==> src/rtl/div_pkg.sv <==
// Shared definitions for the iterative divider: FSM state encoding and the
// iteration-counter width helper.
package div_pkg;

  typedef enum logic [1:0] {
    IDLE = 2'd0,
    BUSY = 2'd1,
    FIX  = 2'd2,
    DONE = 2'd3
  } state_t;

  localparam int DIV_N_DEFAULT = 32;

  // Counter must hold values up to n so a full run of n iterations is representable.
  function automatic int cntWidth(input int n);
    return $clog2(n + 1);
  endfunction

  localparam int CNT_W_DEFAULT = cntWidth(DIV_N_DEFAULT);

endpackage

==> src/rtl/div_step.sv <==
// One restoring shift-subtract iteration on an (N+1)-bit partial remainder;
// a subtract without borrow produces quotient bit 1 and keeps the difference.
module div_step #(
  parameter int N = 32
) (
  input  logic [N:0]   i_rem,
  input  logic         i_dividendBit,
  input  logic [N-1:0] i_divisor,
  output logic [N:0]   o_rem,
  output logic         o_qBit
);

  logic [N+1:0] w_diff;
  logic [N:0]   w_shifted;

  assign w_shifted = {i_rem[N-1:0], i_dividendBit};
  assign w_diff    = {i_rem, i_dividendBit} - {2'b00, i_divisor};
  assign o_qBit    = ~w_diff[N+1];
  assign o_rem     = o_qBit ? w_diff[N:0] : w_shifted;

endmodule

==> src/rtl/div_unit.sv <==
// Multi-cycle signed/unsigned restoring divider (IDLE -> BUSY x N -> FIX -> DONE).
// Optional macro DIV_EARLY_ZERO_EN: zero divisor skips straight to DONE and raises div_zero_o.
module div_unit
  import div_pkg::*;
#(
  parameter int N = 32
) (
  input  logic         clk_i,
  input  logic         rst_i,
  input  logic         start_i,
  input  logic         signed_i,
  input  logic [N-1:0] a_i,
  input  logic [N-1:0] b_i,
  output logic         busy_o,
  output logic         done_o,
  output logic [N-1:0] quotient_o,
  output logic [N-1:0] remainder_o,
  output logic         div_zero_o
);

  localparam int CNT_W = cntWidth(N);

  state_t           r_state;
  logic [CNT_W-1:0] r_cnt;
  logic [N:0]       r_rem;
  logic [N-1:0]     r_quo;
  logic [N-1:0]     r_div;
  logic             r_negQ;
  logic             r_negR;
  logic             r_zero;
  logic             r_divZero;

  logic             w_aNeg;
  logic             w_bNeg;
  logic             w_bZero;
  logic [N-1:0]     w_aMag;
  logic [N-1:0]     w_bMag;
  logic [N:0]       w_remNext;
  logic             w_qBit;
  logic [N-1:0]     w_quoFix;
  logic [N-1:0]     w_remFix;

  assign w_aNeg  = signed_i & a_i[N-1];
  assign w_bNeg  = signed_i & b_i[N-1];
  assign w_bZero = (b_i == '0);
  assign w_aMag  = w_aNeg ? -a_i : a_i;
  assign w_bMag  = w_bNeg ? -b_i : b_i;

  // r_quo starts as the dividend and is shifted out MSB-first as quotient bits shift in.
  div_step #(.N(N)) u_step (
    .i_rem         (r_rem),
    .i_dividendBit (r_quo[N-1]),
    .i_divisor     (r_div),
    .o_rem         (w_remNext),
    .o_qBit        (w_qBit)
  );

  assign w_quoFix   = r_zero ? '1 : (r_negQ ? -r_quo : r_quo);
  assign w_remFix   = r_negR ? -r_rem[N-1:0] : r_rem[N-1:0];
  assign div_zero_o = r_divZero;

  // Status outputs are registered copies of the state, so they lag it by one cycle.
  always_ff @(posedge clk_i or posedge rst_i) begin
    if (rst_i) begin
      r_state     <= IDLE;
      r_cnt       <= '0;
      r_rem       <= '0;
      r_quo       <= '0;
      r_div       <= '0;
      r_negQ      <= 1'b0;
      r_negR      <= 1'b0;
      r_zero      <= 1'b0;
      r_divZero   <= 1'b0;
      busy_o      <= 1'b0;
      done_o      <= 1'b0;
      quotient_o  <= '0;
      remainder_o <= '0;
    end else begin
      busy_o <= (r_state == BUSY) || (r_state == FIX);
      done_o <= (r_state == DONE);
`ifdef DIV_EARLY_ZERO_EN
      r_divZero <= (r_state == DONE) && r_zero;
`else
      r_divZero <= 1'b0;
`endif
      case (r_state)
        IDLE: begin
          if (start_i) begin
            r_rem  <= '0;
            r_quo  <= w_aMag;
            r_div  <= w_bMag;
            r_negQ <= w_aNeg ^ w_bNeg;
            r_negR <= w_aNeg;
            r_zero <= w_bZero;
            r_cnt  <= '0;
`ifdef DIV_EARLY_ZERO_EN
            if (w_bZero) begin
              quotient_o  <= '1;
              remainder_o <= a_i;
              r_state     <= DONE;
            end else begin
              r_state <= BUSY;
            end
`else
            r_state <= BUSY;
`endif
          end
        end
        BUSY: begin
          r_rem <= w_remNext;
          r_quo <= {r_quo[N-2:0], w_qBit};
          r_cnt <= r_cnt + CNT_W'(1);
          if (r_cnt == CNT_W'(N - 1)) r_state <= FIX;
        end
        FIX: begin
          quotient_o  <= w_quoFix;
          remainder_o <= w_remFix;
          r_state     <= DONE;
        end
        DONE:    r_state <= IDLE;
        default: r_state <= IDLE;
      endcase
    end
  end

endmodule

==> config.mk <==
export PLATFORM = sky130hd
export DESIGN_NAME = div_unit
export DESIGN_NICKNAME = d
export VERILOG_FILES = /design/src/rtl/div_pkg.sv /design/src/rtl/div_step.sv /design/src/rtl/div_unit.sv
export SDC_FILE = /design/constraint.sdc
export NUM_CORES = 1
export LEC_CHECK = 0
export CORE_ASPECT_RATIO = 2
export CORE_MARGIN = 2
export CORE_UTILIZATION = 60
export CTS_CLUSTER_DIAMETER = 40
export DETAILED_ROUTE_END_ITERATION = 7
export HOLD_SLACK_MARGIN = 0.03
export PLACE_DENSITY = 0.85
export SLEW_MARGIN = 20
export SYNTH_ARGS = -nofsm -noshare
export SYNTH_HDL_FRONTEND = slang
export SYNTH_SLANG_ARGS = --single-unit
==> constraint.sdc <==
create_clock -name clk_i -period 18.3 [get_ports clk_i]
set_clock_uncertainty 0.05 [all_clocks]
set_input_delay 3.66 -clock clk_i [delete_from_list [all_inputs] [get_ports clk_i]]
set_output_delay 3.66 -clock clk_i [all_outputs]
set_load 0.005 [all_outputs]
# After elaboration in Yosys (flattened, before gate mapping)

Index checks and enable logic that the tools add are counted.
W data, S select, Z words.

Bits of input ports: 68
Register bits after elaboration: 174

Equality and inequality tests: 6
Bitwise logic cells: 4
Add/subtract/negate cells: 6
Reduce and logical (&&, ||, !) cells: 7
Muxes and demuxes: 15

Operators by type and width:

| cell                  | count |
|---|---|
| $mux W32              | 6 |
| $neg A32 Y32          | 4 |
| $mux W33              | 2 |
| $pmux W33 S2          | 1 |
| $pmux W32 S2          | 1 |
| $sub A34 B32 Y34      | 1 |
| $logic_not A32 Y1     | 1 |
| $pmux W6 S2           | 1 |
| $pmux W2 S4           | 1 |
| $add A6 B1 Y6 const B | 1 |
| $eq A6 B5 Y1 const B  | 1 |
| $mux W6               | 1 |
| $reduce_and A2 Y1     | 3 |
| $eq A2 B2 Y1 const B  | 2 |
| $mux W2               | 2 |
| $and A1 B1 Y1         | 2 |
| $eq A2 B1 Y1 const B  | 1 |
| $logic_not A2 Y1      | 1 |
| $ne A2 B1 Y1 const B  | 1 |
| $ne A2 B2 Y1 const B  | 1 |
| $reduce_bool A2 Y1    | 1 |
| $logic_or A1 B1 Y1    | 1 |
| $not A1 Y1            | 1 |
| $xor A1 B1 Y1         | 1 |

# Logic depth before layout (Yosys ltp)

Word-level depth: 4
Gate-level depth with buffers: 13
Gate-level depth less buffers: 12

# Hierarchy

A second synthesis with hierarchy kept.

Cells, all modules: 1336
Area total of the unflattened synthesis: 11572.3 µm²

Modules (own cells, without submodules):

| module   | instances | area an instance (µm²) | seq. area each (µm²) | cells an instance |
|---|---|---|---|---|
| div_unit | 1         | 9401.5                 | 4354.2               | 1008 |
| div_step | 1         | 2170.8                 | 0.0                  | 328 |

# Worst setup path after synthesis

OpenSTA, ideal clock, no wires.

Path type: input-to-reg
Start point: in a_i[10]
End point: reg r_quo[30]
Path slack: 12.278 ns
Setup time: 0.127 ns
Arrival time: 5.845 ns
Required time: 18.123 ns
Stages: 8
Cell sequence: or4_4 or4_1 or3b_1 o21ai_1 o21ai_1 a21oi_1 xor2_1 o21ai_1

Longest elaborated chain between the ends: 4

RTL lines:

| what                 | line            | RTL |
|---|---|---|
| start, declared      | div_unit.sv:12  | `input logic [N-1:0] a_i,` |
| $neg A32 Y32         | div_unit.sv:46  | `assign w_aMag = w_aNeg ? -a_i : a_i;` |
| $mux W32             | div_unit.sv:46  |  |
| $mux W32             | div_unit.sv:88  | `if (start_i) begin` |
| $pmux W32 S2         | div_unit.sv:86  | `case (r_state)` |
| end signal, assigned | div_unit.sv:90  | `r_quo <= w_aMag;` |
| end signal, assigned | div_unit.sv:111 | `r_quo <= {r_quo[N-2:0], w_qBit};` |
| end, declared        | div_unit.sv:26  | `logic [N-1:0] r_quo;` |

No other way between the ends. The select of a mux whose other input is x is not followed.
A chain may end at the register's enable or synchronous reset.

# Worst setup path in the final report

Start point: in a_i[8]
End point: reg r_quo[30]

The elaborated chain is that of the path after synthesis.

==> impl_metrics.yaml <==
place:
  io_buffers: 133
  gp_congestion: 1.033
  placed_area_sq_um: 12960
  placed_cells: 1662
  hpwl_um: 22760
synth:
  yosysSeqAreaShare_pct: 37.70
  synth-edff-count: 0
  syn_area_sq_um: 11550
  yosys.cell_types.count: 80
  syn_inst: 1342
  syn_nets: 1452
  synth-main-ff-cell: "dfrtp_1"
  syn_area_per_cell_sq_um: 8.605
  yosysWarnings: 0
  async_reset_ff_share_pct: 100.0
  ys_seq_elements: 174
sta:
  drv_slew: 0
  setup_viol: 0
  grt_setup_unrepaired: "false"
  min_period_ns: 6.397
  fin_crit_sh_pct: 34.96
  fmax_mhz: 156.3
  hold_violations: 0
  setup_tns_ns: 0
  relSlewSlack_pct: 24.77
  worst_slew_pin_slew_ns: 1.100
floorplanning:
  die_w_um: 102.1
  design.core.area_sq_um: 18830
  ioPinCount: 135
  dieArea_sq_um: 20440
  rows: 71
  initial_core_util_pct: 61.32
  die_y_um: 200.2
routing:
  wirelength_um: 31110
  drt_pass1_iterations: 6
  ant_nets: 0
  drtIter0Drc: 708
  routed_via_density: 6.233
  drc: 0
  via_count: 10559
  post_drt_wl_per_cell_um: 18.36
worst_hold_path:
  min-delay-start: "r_div[9]$_DFFE_PP0P_"
  worstHoldPathCells: 2
  hp-class: "reg -> reg"
  min_to: "r_div[9]$_DFFE_PP0P_"
critical_path:
  r2r-end: "r_quo[0]$_DFFE_PP0P_"
  startpoint_type: "primary input"
  r2r_start: "r_rem[7]$_DFFE_PP0P_"
  crit_fanout: 4
  reg2reg_depth: 9
  end_kind: "register"
  path_class: "in -> reg"
  reg2reg_slack_ns: 13.71
  crit_required_ns: 18.55
  critPathArrivalTime_ns: 6.65
finish:
  syn_to_final_growth_pct: 17.26
  nets: 1536
  diodes: 0
  fin_area_sq_um: 13540
  fin_cells: 1694
  drive_gt1_share_pct: 5.351
grt:
  grtUsageTotal_pct: 30.79
  grt_antenna_before_repair: 0
  grt_max_degree: 105
  grt_first_pass_wirelength_um: 49980
  grt_overflow: 0
  grt_pass1_vias: 10477
cts:
  clkSlewWorstSetupHoldPaths_ns: 0.07
  cts.sinks: 174
  cts_tree: "built"
  htree_levels: 4
  cts_inserted_buffers: 17
  cts_resized: 0
  insertion_delay_ns: 0.44
  clk_path_buf_depth: 2
  postCtsSetupBuffers: 0
  cts_root_buffer: "clkbuf_16"
  cts_hold_buf: 0
status:
  outcome: "finished clean"
power_and_ir_drop:
  leakage_uw: 0.005596
  total_power_uw: 2565
  ir_drop_mv: 0.09936
  pwr_density_cell_nw_per_um2: 189.4
job:
  max_cap_viol_count: 0
-- Yosys cell counts (all sizes together), types with 10 or more instances --
cell    number  area [sq um]
dfrtp      174          4354
nand2      142         533.0
a21oi      124         620.6
o21ai      115         575.6
nor2       111         424.2
xor2        88         770.7
clkbuf      62         254.0
inv         61         229.0
xnor2       56         490.5
ha          41         513.0
o211ai      32         240.2
o31ai       31         237.7
o311ai      29         254.0
a22oi       26         195.2
nor3        23         120.1
or3         18         118.9
a31oi       14         87.58
buf         14         76.31
nand4       14         93.84
nand3       13         70.07
o41ai       13         136.4
or4         13         111.4
a21o        11         82.58
mux2        10         112.6
-- cell usage in the layout, fill, tap and decap left out, types with 9 or more instances in the layout --
master,n
inv_1,60
clkdlybuf4s50_1,133
nor4_1,9
mux2_2,10
or3_1,16
xnor2_1,56
a21oi_1,124
nand3_1,12
a22oi_1,26
a21o_1,11
a31oi_1,14
nand4_1,13
o211ai_1,32
nand2_1,141
nor3_1,22
o311ai_0,27
dfrtp_1,173
o41ai_1,10
xor2_1,88
o21ai_0,109
o21a_1,9
nor2_1,110
clkbuf_16,17
o31ai_1,30
ha_1,40
-- kinds of logic after synthesis --
logic type / count (synthesis) / share of synthesized area (%)
buffers and inverters: 137 / 4.843
AOI/OAI and AO/OA: 441 / 24.33
muxes: 19 / 1.864
other: 1 / 0.03247
xor gates and xnor gates: 144 / 10.92
and+or+nand+nor: 384 / 15.69
DFF: 174 / 37.70
adders and majority gates: 42 / 4.615
-- metal layers --
layer	share of wire, %	routed length (um)	track usage (%)
met1	35	10920	31.58
met2	54	16850	55.97
met3	4.9	1529	4.920
met4	5.8	1813	19.14
met5	0	0	0
-- per-stage QoR --
stage / hold slack (ns) / worst slack, ns / util [%]
2_1_floorplan: 0.3998 / 9.873 / -
3_3_place_gp: 0.4107 / 11.54 / 68.82
3_5_place_dp: 0.4197 / 11.50 / 68.82
4_1_cts: 0.4335 / 11.95 / 71.90
5_1_grt: 0.4438 / 11.81 / 71.90
6_report: 0.4263 / 11.90 / 71.90
-- registers in the layout, indices dropped and copies added, names as in the netlist --
name / cells
r_rem: 33
quotient_o: 32
r_div: 32
r_quo: 32
remainder_o: 32
r_cnt: 6
r_state: 2
busy_o: 1
done_o: 1
r_negQ: 1
r_negR: 1
r_zero: 1
-- power by group --
| part | switching, uW | leakage, uW | internal, uW | total (uW) |
|---|---|---|---|---|
| sequential | 173 | 0.00214 | 560 | 734 |
| combinational | 852 | 0.00319 | 621 | 1470 |
| clock | 151 | 0.000266 | 208 | 359 |
| total | 1180 | 0.00560 | 1390 | 2570 |
-- worst max-delay path by stage --
stage                     startpoint               endpoint  slack, ns  depth (start not counted)
final                         a_i[8]  r_quo[30]$_DFFE_PP0P_      11.90                          9
after global routing          a_i[8]  r_quo[29]$_DFFE_PP0P_      11.81                          9
after CTS                     a_i[8]  r_quo[29]$_DFFE_PP0P_      11.95                          9
after detailed placement      a_i[8]  r_quo[29]$_DFFE_PP0P_      11.50                          9
after global placement        a_i[8]  r_quo[30]$_DFFE_PP0P_      11.54                          9
after floorplan                rst_i       busy_o$_DFF_PP0_       9.87                          1
-- area by class of cell --
class	instances	area (sq um)
multi-input cells	1031	6663
fillers	1447	5291
flip-flops and latches	174	4355
repair buffers	141	1391
clock buffers	23	467.9
well taps	255	319.1
inverters	61	234.0
clock inverters	9	111.4
-- worst max-delay path: stages --
cell             delay, ns
clkdlybuf4s50_1       0.48
or4_4                 0.57
or4_1                 0.56
or3b_1                0.46
o21ai_1               0.31
o21ai_1               0.19
a21oi_1               0.19
xor2_1                0.16
o21ai_1               0.07
(Power assumes the default switching activity.)
==> patch: new RTL, config.mk and constraints unchanged <==
Add an input register stage for `start_i`, `signed_i` and `b_i`, with the module's reset; this delays them by one clock. The other inputs are not delayed to match.
--- a/src/rtl/div_unit.sv
+++ b/src/rtl/div_unit.sv
@@ -21,4 +21,20 @@
   localparam int CNT_W = cntWidth(N);
 
+  logic start_q;
+  logic signed_q;
+  logic [N-1:0] b_q;
+
+  always_ff @(posedge clk_i or posedge rst_i) begin
+    if (rst_i) begin
+      start_q  <= '0;
+      signed_q <= '0;
+      b_q      <= '0;
+    end else begin
+      start_q  <= start_i;
+      signed_q <= signed_i;
+      b_q      <= b_i;
+    end
+  end
+
   state_t           r_state;
   logic [CNT_W-1:0] r_cnt;
@@ -41,9 +57,9 @@
   logic [N-1:0]     w_remFix;
 
-  assign w_aNeg  = signed_i & a_i[N-1];
-  assign w_bNeg  = signed_i & b_i[N-1];
-  assign w_bZero = (b_i == '0);
+  assign w_aNeg  = signed_q & a_i[N-1];
+  assign w_bNeg  = signed_q & b_q[N-1];
+  assign w_bZero = (b_q == '0);
   assign w_aMag  = w_aNeg ? -a_i : a_i;
-  assign w_bMag  = w_bNeg ? -b_i : b_i;
+  assign w_bMag  = w_bNeg ? -b_q : b_q;
 
   // r_quo starts as the dividend and is shifted out MSB-first as quotient bits shift in.
@@ -86,5 +102,5 @@
       case (r_state)
         IDLE: begin
-          if (start_i) begin
+          if (start_q) begin
             r_rem  <= '0;
             r_quo  <= w_aMag;
Function: changed (Yosys sat finds a counterexample within 4 cycles, from zero or initial values and one cycle with rst_i high).
==> patch against the unedited design <==
  * Fmax grew 1.0%
  * Count of clock-buffer cells in the layout grew 4
  * Routed wire length grew 2.8%
  * Via count grew 3.0%
  * Sequential cell count grew 34
  * Die area grew 6.3%
  * Power shrank 8.9%
  * Final area grew 7.5%
  * Worst hold slack lost 0.0015 ns
  * Non-clock buffer count grew 4
  * Synthesized area grew 6.5%
  * Worst setup slack gained 0.063 ns
==> patch: results (changes against the unedited design) <==
CTS Buffer Depth=3 (+1); post-synthesis sequential area ratio=42.3% (+4.6 points); via/cell ratio=6.23 (about the same); layout cells sized above 1=5.00% (-0.35 points); standby leakage power=6.21 nW (+11%); run status=finished, final reports clean; Clock Latency Late Sink=0.52 ns (+0.08 ns); Signal buffers=145 (+2.8%); final-layout clock-cell area share=5.09% (+0.81 points); clk_buf instances=27 (+17%); slowest cell on the critical path=or4_1; Filler cells=1,532 (+5.9%); Layout non-clock buf frac=9.76% (-0.51 points); Syn Nets=1,477 (+1.7%); Synth top cells by count=dfrtp_1, nand2_1, o21ai_0; pin count of the biggest net entering global routing=140 (+33%); H-tree levels=1 (-3); Multi-In Gates=1,025 (-0.58%); worst-margin pin slew=1.05 ns (-0.0490 ns); met1 global-route usage=28.0% (-3.6 points); CP max stage delay=0.60 ns (+0.03 ns); Netlist cell types=72 (-10%); global-route wire length before repair=50.9 mm (+1.8%); Synth top area share=42.3% (+4.6 points); DRT iter0 DRCs=945 (+33%); Final Wtd Congestion=0.932 (-9.8%); FF/Latch Area=5200 um^2 (+20%); vias in the first global route=10,900 (+3.8%); met2 usage=56.2% (+0.21 points); fraction of area in multi-input gates=45.4% (-3.8 points); Synth area leaders=dfrtp_1, xnor2_1, o21ai_0; nets@finish=1,575 (+2.5%); All-Layer GR Usage=29.0% (-1.8 points)
==> patch: routing by layer <==
layer / vias up / part of all wire [%]
met5: - / 0
met3: 127 / 4.4
met2: 409 / 55
met4: 0 / 6.4
met1: 5194 / 34
li1: 5146 / -
==> patch: stage by stage <==
step | setup WS (ns) | area (um^2) | util, % | instances
floorplan | 8.91 | 12300 | - | 1367
global placement | 11.50 | 13800 | 68.2 | 1707
detailed placement | 11.42 | 13800 | 68.2 | 1707
CTS | 11.99 | 14600 | 71.8 | 1746
global route | 11.68 | 14600 | 71.8 | 1746
finish | 11.97 | 14600 | 71.8 | 1746
==> patch: tightest hold or removal path: cells and delay by family (launching register included) <==
| family | cells | cell delay, ns |
|---|---|---|
| DFF | 1 | 0.34 |
| AOI/OAI and AO/OA | 1 | 0.06 |
| and+or+nand+nor | 1 | 0.05 |
==> patch: path summary, 6_finish.rpt <==
check                           from             end  slack (ns)
max in group asynchronous      rst_i  remainder_o[4]       13.01
hold reg to reg            r_div[26]       r_div[26]        0.42
hold / removal             r_div[26]       r_div[26]        0.42
setup / recovery             a_i[12]       r_quo[30]       11.97
setup reg to reg            r_rem[7]       r_rem[24]       14.01
min in group asynchronous      rst_i         b_q[31]        3.72
==> patch: cells by family after synthesis <==
| logic type | share of synthesized area [%] |
|---|---|
| buf+inv | 4.16 |
| xor+xnor | 10.2 |
| flops | 42.3 |
| simple gates | 15.8 |
| mux | 0.600 |
| fa+ha+maj | 4.33 |
| other cells | 0.0305 |
| compound gates | 22.6 |
==> patch: where the power goes <==
part | switching (mW) | internal (mW) | leakage, nW
sequential | 0.133 | 0.620 | 2.57
combinational | 0.628 | 0.499 | 3.29
clock | 0.191 | 0.265 | 0.360
